===== config.mk =====
export PLATFORM = sky130hd
export DESIGN_NAME = branch_unit_bp_flat
export DESIGN_NICKNAME = d
export VERILOG_FILES = /design/src/rtl/bp_pkg.sv /design/src/rtl/branch_unit_bp_if.sv /design/src/rtl/bp_table.sv /design/src/rtl/branch_unit_bp.sv /design/src/flat_wrapper.sv
export SDC_FILE = /design/constraint.sdc
export NUM_CORES = 1
export LEC_CHECK = 0
export CAP_MARGIN = 10
export CELL_PAD_IN_SITES_DETAIL_PLACEMENT = 0
export CELL_PAD_IN_SITES_GLOBAL_PLACEMENT = 1
export CORE_ASPECT_RATIO = 1.75
export CORE_MARGIN = 3
export CORE_UTILIZATION = 30
export CTS_CLUSTER_SIZE = 8
export DETAILED_ROUTE_END_ITERATION = 8
export PLACE_DENSITY = 0.56
export SLEW_MARGIN = 20
export SYNTH_ARGS = -nofsm -noshare
export SYNTH_HDL_FRONTEND = slang
export SYNTH_SLANG_ARGS = --single-unit

===== constraint.sdc =====
create_clock -name clk -period 5.59 [get_ports clk]
set_clock_uncertainty 0.15 [all_clocks]
set_input_delay 0.559 -clock clk [delete_from_list [all_inputs] [get_ports clk]]
set_output_delay 0.559 -clock clk [all_outputs]
set_load 0.1 [all_outputs]

===== src/rtl/bp_pkg.sv =====
// rtl/bp_pkg.sv - shared types and helpers for the branch predictor
package bp_pkg;

    typedef enum logic [1:0] {
        SNT = 2'b00,
        WNT = 2'b01,
        WT  = 2'b10,
        ST  = 2'b11
    } bht_state_e;

    typedef struct packed {
        logic        valid;
        logic        uncond;
        logic [31:0] target;
    } btb_entry_t;

    function automatic bht_state_e sat_inc_dec(input bht_state_e s, input logic taken);
        if (taken)
            return (s == ST) ? ST : bht_state_e'(s + 2'b01);
        else
            return (s == SNT) ? SNT : bht_state_e'(s - 2'b01);
    endfunction

endpackage


===== src/rtl/branch_unit_bp_if.sv =====
// rtl/branch_unit_bp_if.sv - fetch lookup and EX resolution bus of the branch unit
interface branch_unit_bp_if #(parameter int PC_W = 9);
    logic [PC_W-1:0] if_pc;
    logic            pred_taken;
    logic [31:0]     pred_target;
    logic            ex_valid;
    logic [PC_W-1:0] ex_pc;
    logic [31:0]     imm;
    logic            branch;
    logic            jal;
    logic            jalr;
    logic [31:0]     alu_result;
    logic            ex_pred_taken;
    logic [31:0]     ex_pred_target;
    logic [31:0]     pc_imm;
    logic [31:0]     pc_four;
    logic [31:0]     br_pc;
    logic            pc_sel;
    logic            mispredict;

    modport master (
        output if_pc, ex_valid, ex_pc, imm, branch, jal, jalr, alu_result,
               ex_pred_taken, ex_pred_target,
        input  pred_taken, pred_target, pc_imm, pc_four, br_pc, pc_sel, mispredict
    );

    modport slave (
        input  if_pc, ex_valid, ex_pc, imm, branch, jal, jalr, alu_result,
               ex_pred_taken, ex_pred_target,
        output pred_taken, pred_target, pc_imm, pc_four, br_pc, pc_sel, mispredict
    );
endinterface


===== src/rtl/bp_table.sv =====
// rtl/bp_table.sv - direct-mapped BHT + BTB, one combinational read and one clocked write port
module bp_table
    import bp_pkg::*;
#(
    parameter int PC_W  = 9,
    parameter int IDX_W = 4
) (
    input  logic            clk,
    input  logic            rst_n,
    input  logic [PC_W-1:0] rd_pc,
    output logic            rd_hit,
    output btb_entry_t      rd_entry,
    output bht_state_e      rd_bht,
    input  logic [PC_W-1:0] wr_pc,
    input  logic            bht_we,
    input  logic            wr_taken,
    input  logic            btb_we,
    input  btb_entry_t      wr_entry
);
    localparam int DEPTH = 1 << IDX_W;
    localparam int TAG_W = PC_W - IDX_W - 2;

    bht_state_e       bht_mem [DEPTH];
    btb_entry_t       btb_mem [DEPTH];
    logic [TAG_W-1:0] tag_mem [DEPTH];

    logic [IDX_W-1:0] rd_idx, wr_idx;
    logic [TAG_W-1:0] rd_tag, wr_tag;
    logic             unused_pc_bits;

    assign rd_idx = rd_pc[IDX_W+1:2];
    assign rd_tag = rd_pc[PC_W-1:IDX_W+2];
    assign wr_idx = wr_pc[IDX_W+1:2];
    assign wr_tag = wr_pc[PC_W-1:IDX_W+2];
    assign unused_pc_bits = ^{rd_pc[1:0], wr_pc[1:0]};

    // Read sees only registered state, so a same-cycle write to the same index is not forwarded
    assign rd_entry = btb_mem[rd_idx];
    assign rd_bht   = bht_mem[rd_idx];
    assign rd_hit   = rd_entry.valid && (tag_mem[rd_idx] == rd_tag);

    always_ff @(posedge clk) begin
        if (!rst_n) begin
            for (int i = 0; i < DEPTH; i++) begin
                bht_mem[i]       <= WNT;
                btb_mem[i].valid <= 1'b0;
            end
        end else begin
            if (bht_we)
                bht_mem[wr_idx] <= sat_inc_dec(bht_mem[wr_idx], wr_taken);
            if (btb_we)
                btb_mem[wr_idx] <= wr_entry;
        end
    end

    // Tags are qualified by the valid bit and need no reset
    always_ff @(posedge clk) begin
        if (rst_n && btb_we)
            tag_mem[wr_idx] <= wr_tag;
    end

endmodule


===== src/rtl/branch_unit_bp.sv =====
// rtl/branch_unit_bp.sv - EX branch resolver with BHT/BTB dynamic prediction and statistics
module branch_unit_bp
    import bp_pkg::*;
#(
    parameter int PC_W  = 9,
    parameter int IDX_W = 4,
    parameter int CNT_W = 16
) (
    input  logic             clk,
    input  logic             rst_n,
    branch_unit_bp_if.slave  bus,
    output logic [CNT_W-1:0] branch_cnt,
    output logic [CNT_W-1:0] mispred_cnt
);
    logic        rd_hit;
    btb_entry_t  rd_entry;
    bht_state_e  rd_bht;
    logic [31:0] pc32;
    logic        act_taken;
    logic        ctrl;
    logic        is_jal;
    logic        is_branch;
    logic        mispred;
    btb_entry_t  wr_entry;

    bp_table #(.PC_W(PC_W), .IDX_W(IDX_W)) u_table (
        .clk      (clk),
        .rst_n    (rst_n),
        .rd_pc    (bus.if_pc),
        .rd_hit   (rd_hit),
        .rd_entry (rd_entry),
        .rd_bht   (rd_bht),
        .wr_pc    (bus.ex_pc),
        .bht_we   (bus.ex_valid && is_branch),
        .wr_taken (act_taken),
        .btb_we   (bus.ex_valid && ((is_branch && act_taken) || is_jal)),
        .wr_entry (wr_entry)
    );

    assign bus.pred_taken  = rd_hit && (rd_entry.uncond || rd_bht[1]);
    assign bus.pred_target = bus.pred_taken ? rd_entry.target : 32'd0;

    // Strobe priority jalr > jal > branch decides which tables get trained
    assign is_jal    = bus.jal && !bus.jalr;
    assign is_branch = bus.branch && !bus.jal && !bus.jalr;
    assign ctrl      = bus.branch || bus.jal || bus.jalr;

    assign pc32        = {{(32-PC_W){1'b0}}, bus.ex_pc};
    assign bus.pc_imm  = bus.jalr ? bus.alu_result : pc32 + bus.imm;
    assign bus.pc_four = pc32 + 32'd4;

    assign act_taken = bus.ex_valid &&
                       ((bus.branch && bus.alu_result[0]) || bus.jal || bus.jalr);
    assign mispred   = bus.ex_valid &&
                       ((act_taken != bus.ex_pred_taken) ||
                        (act_taken && (bus.ex_pred_target != bus.pc_imm)));

    assign bus.mispredict = mispred;
    assign bus.pc_sel     = mispred;
    assign bus.br_pc      = !bus.ex_valid ? 32'd0 :
                            act_taken     ? bus.pc_imm : bus.pc_four;

    assign wr_entry = '{valid: 1'b1, uncond: is_jal, target: bus.pc_imm};

    always_ff @(posedge clk) begin
        if (!rst_n) begin
            branch_cnt  <= '0;
            mispred_cnt <= '0;
        end else if (bus.ex_valid && ctrl) begin
            branch_cnt <= branch_cnt + 1'b1;
            if (mispred)
                mispred_cnt <= mispred_cnt + 1'b1;
        end
    end

endmodule

===== src/flat_wrapper.sv =====
// flat-port wrapper written by rule: the top's interface ports become plain ports
module branch_unit_bp_flat import bp_pkg::*;
#(
    parameter int PC_W  = 9,
    parameter int IDX_W = 4,
    parameter int CNT_W = 16
)
  (clk, rst_n, branch_cnt, mispred_cnt, bus_if_pc, bus_ex_valid, bus_ex_pc, bus_imm, bus_branch, bus_jal, bus_jalr, bus_alu_result, bus_ex_pred_taken, bus_ex_pred_target, bus_pred_taken, bus_pred_target, bus_pc_imm, bus_pc_four, bus_br_pc, bus_pc_sel, bus_mispredict);
  branch_unit_bp_if #(.PC_W(PC_W)) bus_i ();
  input  logic clk;
  input  logic rst_n;
  output logic [CNT_W-1:0] branch_cnt;
  output logic [CNT_W-1:0] mispred_cnt;
  input wire logic [$bits(bus_i.if_pc)-1:0] bus_if_pc;
  input wire logic [$bits(bus_i.ex_valid)-1:0] bus_ex_valid;
  input wire logic [$bits(bus_i.ex_pc)-1:0] bus_ex_pc;
  input wire logic [$bits(bus_i.imm)-1:0] bus_imm;
  input wire logic [$bits(bus_i.branch)-1:0] bus_branch;
  input wire logic [$bits(bus_i.jal)-1:0] bus_jal;
  input wire logic [$bits(bus_i.jalr)-1:0] bus_jalr;
  input wire logic [$bits(bus_i.alu_result)-1:0] bus_alu_result;
  input wire logic [$bits(bus_i.ex_pred_taken)-1:0] bus_ex_pred_taken;
  input wire logic [$bits(bus_i.ex_pred_target)-1:0] bus_ex_pred_target;
  output wire logic [$bits(bus_i.pred_taken)-1:0] bus_pred_taken;
  output wire logic [$bits(bus_i.pred_target)-1:0] bus_pred_target;
  output wire logic [$bits(bus_i.pc_imm)-1:0] bus_pc_imm;
  output wire logic [$bits(bus_i.pc_four)-1:0] bus_pc_four;
  output wire logic [$bits(bus_i.br_pc)-1:0] bus_br_pc;
  output wire logic [$bits(bus_i.pc_sel)-1:0] bus_pc_sel;
  output wire logic [$bits(bus_i.mispredict)-1:0] bus_mispredict;
  assign bus_i.if_pc = bus_if_pc;
  assign bus_i.ex_valid = bus_ex_valid;
  assign bus_i.ex_pc = bus_ex_pc;
  assign bus_i.imm = bus_imm;
  assign bus_i.branch = bus_branch;
  assign bus_i.jal = bus_jal;
  assign bus_i.jalr = bus_jalr;
  assign bus_i.alu_result = bus_alu_result;
  assign bus_i.ex_pred_taken = bus_ex_pred_taken;
  assign bus_i.ex_pred_target = bus_ex_pred_target;
  assign bus_pred_taken = bus_i.pred_taken;
  assign bus_pred_target = bus_i.pred_target;
  assign bus_pc_imm = bus_i.pc_imm;
  assign bus_pc_four = bus_i.pc_four;
  assign bus_br_pc = bus_i.br_pc;
  assign bus_pc_sel = bus_i.pc_sel;
  assign bus_mispredict = bus_i.mispredict;
  branch_unit_bp #(.PC_W(PC_W), .IDX_W(IDX_W), .CNT_W(CNT_W)) u_core (.clk(clk), .rst_n(rst_n), .bus(bus_i), .branch_cnt(branch_cnt), .mispred_cnt(mispred_cnt));
endmodule

==> results of run 1 <==
## metal layers
layer,GRT usage (%),up-vias
met3,4.76,100
met2,32.4,615
met1,22.7,9026
met5,0,-
met4,4.49,10
li1,-,7357
## final cells by class
class,count,area (um^2)
Antenna cell,6,15.0
Clock buffer,120,2470
Clock inverter,7,58.8
Fill cell,8852,58800
Inverter,16,60.1
Multi-Input combinational cell,941,9200
Sequential cell,656,19200
Tap cell,1208,1510
Timing Repair Buffer,318,3390
## layout by cell type (no fill, tap or decap), types with 42 or more instances in the layout
| cell type | count |
|---|---|
| buf_12 | 49 |
| buf_4 | 111 |
| clkbuf_16 | 95 |
| clkdlybuf4s50_1 | 153 |
| dfxtp_1 | 48 |
| edfxtp_1 | 608 |
| mux4_2 | 186 |
| nand2_1 | 114 |
| nand3_1 | 47 |
| nor2_1 | 42 |
| o21ai_0 | 44 |
| xnor2_1 | 54 |
## metrics by stage
| stage | total power [mW] | hold WS (ps) | instances | setup slack [ps] | instance area (um^2) |
|---|---|---|---|---|---|
| 4_1_cts | 12.2 | 299 | 3266 | 210 | 35900 |
| 3_3_place_gp | 7.17 | 276 | 3139 | 366 | 33400 |
| 3_5_place_dp | 7.19 | 287 | 3139 | 221 | 33400 |
| 2_1_floorplan | 6.59 | 270 | 1733 | 52.4 | 28900 |
| 6_report | 12.1 | 294 | 3272 | 421 | 35900 |
| 5_1_grt | 12.5 | 313 | 3267 | 287 | 35900 |
## registers in the layout (all words and copies together), names as in the netlist
name / count
u_core.u_table.btb_mem: 544
u_core.u_table.tag_mem: 48
u_core.u_table.bht_mem: 32
u_core.branch_cnt: 16
u_core.mispred_cnt: 16
## where the power goes
| part | switching, mW | internal (mW) | leakage [nW] |
|---|---|---|---|
| registers | 0.0118 | 5.46 | 5.72 |
| logic | 1.10 | 0.513 | 4.83 |
| clock network | 1.99 | 3.04 | 1.23 |
## cell families (layout without fill, tap and decap cells)
| family | Yosys count | count (layout) | synth area share (%) |
|---|---|---|---|
| buffers and inverters | 136 | 461 | 2.21 |
| xor gates and xnor gates | 90 | 90 | 2.78 |
| and+or+nand+nor | 420 | 420 | 7.83 |
| DFF | 656 | 656 | 66.7 |
| other | 1 | 28 | 0.0130 |
| AOI/OAI and AO/OA | 182 | 182 | 4.32 |
| adders and majority gates | 18 | 18 | 0.790 |
| muxes | 209 | 209 | 15.4 |
## worst max-delay path by stage
stage | from | to | slack [ps] | depth (start not counted)
finish | bus_ex_pc[0] | bus_pc_sel | 420 | 13
detailed placement | bus_ex_pc[7] | bus_br_pc[17] | 220 | 12
global route | bus_ex_pc[0] | bus_pc_sel | 290 | 13
global placement | bus_ex_pc[7] | bus_br_pc[17] | 370 | 12
CTS | bus_ex_pc[7] | bus_br_pc[17] | 210 | 12
floorplan | bus_imm[0] | bus_br_pc[26] | 50 | 11
==> impl_metrics.tcl, run 1 <==
set metrics [dict create \
    synth_edf_count 608 \
    finalHoldViolCount 0 \
    fmax_mhz 193 \
    core-area_um2 94700 \
    rows 149 \
    clk_pin_slew_ps 50 \
    vias_per_cell 5.23 \
    setup_viol 0 \
    worstPathCellList "clkdlybuf4s50_1, ha_1, fa_1, xor2_1, mux2i_2, xnor2_1, or4_4, a2111oi_4, nand4_2, nor4_4, nand4_4, nor2b_2, buf_12" \
    ant_nets 0 \
    grt-ovfl-total 0 \
    start_util_pct 30.4 \
    die_h_um 416 \
    fin_crit_ps 5170 \
    crit_path_end_kind "primary output" \
    hold_buffers 0 \
    grt_pass1_wl_um 132000 \
    cts.repair.resized 0 \
    ys.flop_type "edfxtp_1" \
    grt_setup_unrepaired "false" \
    grt_max_degree 81 \
    synth_top_area_share_pct 63.4 \
    clock_sinks 656 \
    worstSetupPathType "in2out" \
    start_kind "input pin" \
    hpwlAfterDp_um 58700 \
    antenna_found_initial 14 \
    r2r_setup_slack_ps 2810 \
    postSynthAreaPerCell_um2 16.8 \
    reg2reg_depth 5 \
    clock_latency_ps 650 \
    cts_buffers 92 \
    tightest_slew_ps 1140 \
    clockBufferDepth 3 \
    slowest_stage "or4_4" \
    routabilityCongestion 0.850 \
    synthToLayoutAreaGrowth_pct 24.7 \
    hp-start "u_core.u_table.btb_mem[8][33]" \
    h-tree-depth 3 \
    clockRootBuffer "clkbuf_16" \
    nets 2162 \
    ios 284 \
    whs_path_depth 1 \
    dieWidth_um 240 \
    power_leakage_nw 11.8 \
    critical_path_buf_inv_count 2 \
    drt_pass1_iterations 5 \
    yosysWarnings 0 \
    ir_worst_vdd_mv 0.199 \
    vias 17100 \
    slew_headroom_pct 23.6 \
    synth_area_leaders "edfxtp_1 (63%), mux4_2 (15%), dfxtp_1 (3.3%)" \
    finalSetupTns_ps 0 \
    wl_met3_um 6510 \
    tritoncts "yes" \
    drcViolationCount 0 \
    hold-path-endpoint "u_core.u_table.btb_mem[8][33]" \
    path_max_fanout 3 \
    dr.max_layer_used "met5" \
    grt_util_all_layers_pct 18.5 \
    grt_pass1_vias 18200 \
    wl_met1_um 36200 \
    cpPeakStageDelay_ps 560 \
    power_density_nw_per_um2 337 \
    r2r-start "u_core.u_table.bht_mem[3][1]" \
    rr_endpoint "u_core.u_table.bht_mem[10][1]" \
    cpLargestDelayFamily "simple AND/OR/NAND/NOR gates" \
    utilization_pct 37.9 \
    ys_types 81 \
    drive_gt1_share_pct 24.4 \
    drt-total-wl_um 92000 \
    dr_wl_met2_um 47600 \
    ys_seq_area_share_pct 66.7 \
    outcome "completed" \
    maxCapViolCount 0 \
    synth_top_area_cell "edfxtp_1" \
    synth_most_common_cell "edfxtp_1" \
    drt_iter0_drc 1358 \
    synth_area_um2 28800 \
    arrival_ps 4460 \
    slew_violations 0 \
    cts_setup_buffers 0 \
    holdCritPathClass "reg2reg" \
    crit_required_ps 4880 \
    ys_ff_latch 656 \
    fin_crit_sh_pct 92.5 \
    ys_top_cells_by_count "edfxtp_1 (608), mux4_2 (186), nand2_1 (114)" \
    synthCells 1712 \
    async_flop_share_pct 0 \
    wl_per_cell_um 28.1 \
    io_buffer_count 259 \
    die-area_um2 100000 \
]
No activity file was read; power rests on OpenSTA's default activity.
==> run 2: changes to the inputs <==
--- a/config.mk
+++ b/config.mk
@@ -9,7 +9,6 @@
 export CELL_PAD_IN_SITES_DETAIL_PLACEMENT = 0
 export CELL_PAD_IN_SITES_GLOBAL_PLACEMENT = 1
 export CORE_ASPECT_RATIO = 1.75
-export CORE_MARGIN = 3
 export CORE_UTILIZATION = 30
 export CTS_CLUSTER_SIZE = 8
 export DETAILED_ROUTE_END_ITERATION = 8
==> impl_metrics.tcl, run 2 (synthesis results as in run 1) <==
set metrics [dict create \
    outcome "completed" \
    clockBufferDepth 3 \
    start_kind "input pin" \
    wl_met1_um 35800 \
    power.total_mw 12.2 \
    maxCapViolCount 0 \
    power_leakage_nw 11.8 \
    critical_path_buf_inv_count 3 \
    start_util_pct 30.2 \
    wl_per_cell_um 27.5 \
    dr.max_layer_used "met5" \
    cp_common_cell "o21ai_0" \
    r2r_setup_slack_ps 2840 \
    synthToLayoutAreaGrowth_pct 24.8 \
    post_dp_cell_area_um2 33400 \
    clock_sinks 656 \
    die_h_um 412 \
    routabilityCongestion 0.827 \
    p_sw_share_pct 25.8 \
    slowest_stage "nor3_1" \
    largest_reg_flops 544 \
    hold-path-endpoint "u_core.u_table.btb_mem[14][33]" \
    reg2reg_depth 5 \
    antenna_found_initial 11 \
    cts_buffers 92 \
    nets 2166 \
    crit_required_ps 4880 \
    cpPeakStageDelay_ps 660 \
    drt_pass1_iterations 5 \
    grt-ovfl-total 0 \
    core-area_um2 95300 \
    clk_pin_slew_ps 50 \
    seq_power_share_pct 44.9 \
    utilization_pct 37.7 \
    holdWs_ps 297 \
    grt_max_degree 111 \
    switchingPower_mw 3.14 \
    setup_viol 0 \
    r2r-start "u_core.u_table.bht_mem[3][1]" \
    most-common-layout-cells "edfxtp_1 (608), mux4_2 (186), clkdlybuf4s50_1 (151), buf_4 (116), nand2_1 (114)" \
    cts_setup_buffers 0 \
    wl_met3_um 5440 \
    h-tree-depth 3 \
    drive_gt1_share_pct 24.6 \
    clockRootBuffer "clkbuf_16" \
    hpwlAfterDp_um 58700 \
    dieWidth_um 236 \
    ant_nets 0 \
    grt_util_all_layers_pct 18.7 \
    vias 16900 \
    fmax_mhz 190 \
    crit_path_end_kind "primary output" \
    grt_setup_unrepaired "false" \
    drcViolationCount 0 \
    path_max_fanout 8 \
    rr_endpoint "u_core.u_table.bht_mem[14][0]" \
    design_area_um2 36000 \
    arrival_ps 4560 \
    tritoncts "yes" \
    grt_pass1_vias 18400 \
    top_regs "u_core.u_table.btb_mem x544, u_core.u_table.tag_mem x48, u_core.u_table.bht_mem x32" \
    fin_crit_sh_pct 94.2 \
    p_clk_share_pct 41.8 \
    slew_headroom_pct 23.7 \
    power_density_nw_per_um2 338 \
    vias_per_cell 5.15 \
    hold_buffers 0 \
    grt_pass1_wl_um 130000 \
    worstSetupPathType "in2out" \
    drt_iter0_drc 1236 \
    power_frac_comb_pct 13.2 \
    dr_wl_met2_um 46700 \
    io_buffer_count 259 \
    cts.repair.resized 0 \
    holdCritPathClass "reg2reg" \
    fin_crit_ps 5270 \
    finalHoldViolCount 0 \
    final_common_cell "edfxtp_1" \
    ir_worst_vdd_mv 0.186 \
    cpLargestDelayFamily "compound AO/OA/AOI/OAI gates" \
    whs_path_depth 1 \
    hp-start "u_core.u_table.btb_mem[14][33]" \
    die-area_um2 97300 \
    tightest_slew_ps 1140 \
    rows 150 \
    finalSetupTns_ps 0 \
    drt-total-wl_um 90500 \
    worstPathCellList "clkdlybuf4s50_1, ha_1, nand4_1, nor3_1, o21ai_1, o21ai_0, buf_4, o21ai_0, a2111o_1, a2111oi_4, nand4_4, nor2b_2, buf_12" \
    largest-register "u_core.u_table.btb_mem" \
    ios 284 \
    slew_violations 0 \
    clock_latency_ps 660 \
    internal_power_mw 9.03 \
]
-- run 2: cell types whose count changed in the layout (fill, tap and decap cells not counted), sizes merged --
cell,before,now
buf,165,171
diode,6,5
clkbuf,120,128
clkinv,3,2
clkdlybuf4s50,153,151
-- run 2: worst max path at each step --
stage	slack, ps	start	endpoint	cells past startpoint
finish	320	bus_ex_pc[7]	bus_pc_sel	13
global route	110	bus_ex_pc[7]	bus_pc_sel	13
CTS	320	bus_ex_pc[7]	bus_pc_sel	13
detailed placement	330	bus_ex_pc[7]	bus_pc_sel	12
global placement	310	bus_ex_pc[7]	bus_mispredict	13
floorplan	50	bus_imm[0]	bus_br_pc[26]	11
-- run 2: cell type report --
class / instances / area [um^2]
clock inverters: 6 / 55.1
fillers: 8942 / 59400
well taps: 1216 / 1520
inverters: 16 / 60.1
flip-flops and latches: 656 / 19200
diodes: 5 / 12.5
multi-input cells: 941 / 9170
repair buffers: 322 / 3440
clock buffers: 128 / 2500
-- run 2: worst reg2reg max path, stage by stage, from the launching register on --
cell and delay [ps]:
edfxtp_1 410, mux4_2 530, mux2_2 270, o21ai_0 250, maj3_1 700, nand4_1 160
-- run 2: power groups by stage --
stage	sequential, mW	combinational, mW	clock [mW]
floorplan	5.58	1.01	0
global placement	5.56	1.61	0
detailed placement	5.56	1.62	0
CTS	5.47	1.63	5.21
global route	5.46	1.69	5.39
finish	5.47	1.61	5.09
-- run 2: metal layers --
layer | track usage, % | vias to the layer above
li1 | - | 7388
met1 | 22.4 | 8818
met2 | 32.9 | 597
met3 | 4.08 | 126
met4 | 6.73 | 4
met5 | 0 | -
-- run 2: metrics by stage --
| step | worst slack [ps] | std cells |
|---|---|---|
| 5_1_grt | 110 | 3285 |
| 3_3_place_gp | 311 | 3151 |
| 3_5_place_dp | 333 | 3151 |
| 4_1_cts | 320 | 3285 |
| 6_report | 322 | 3290 |
| 2_1_floorplan | 52.4 | 1733 |
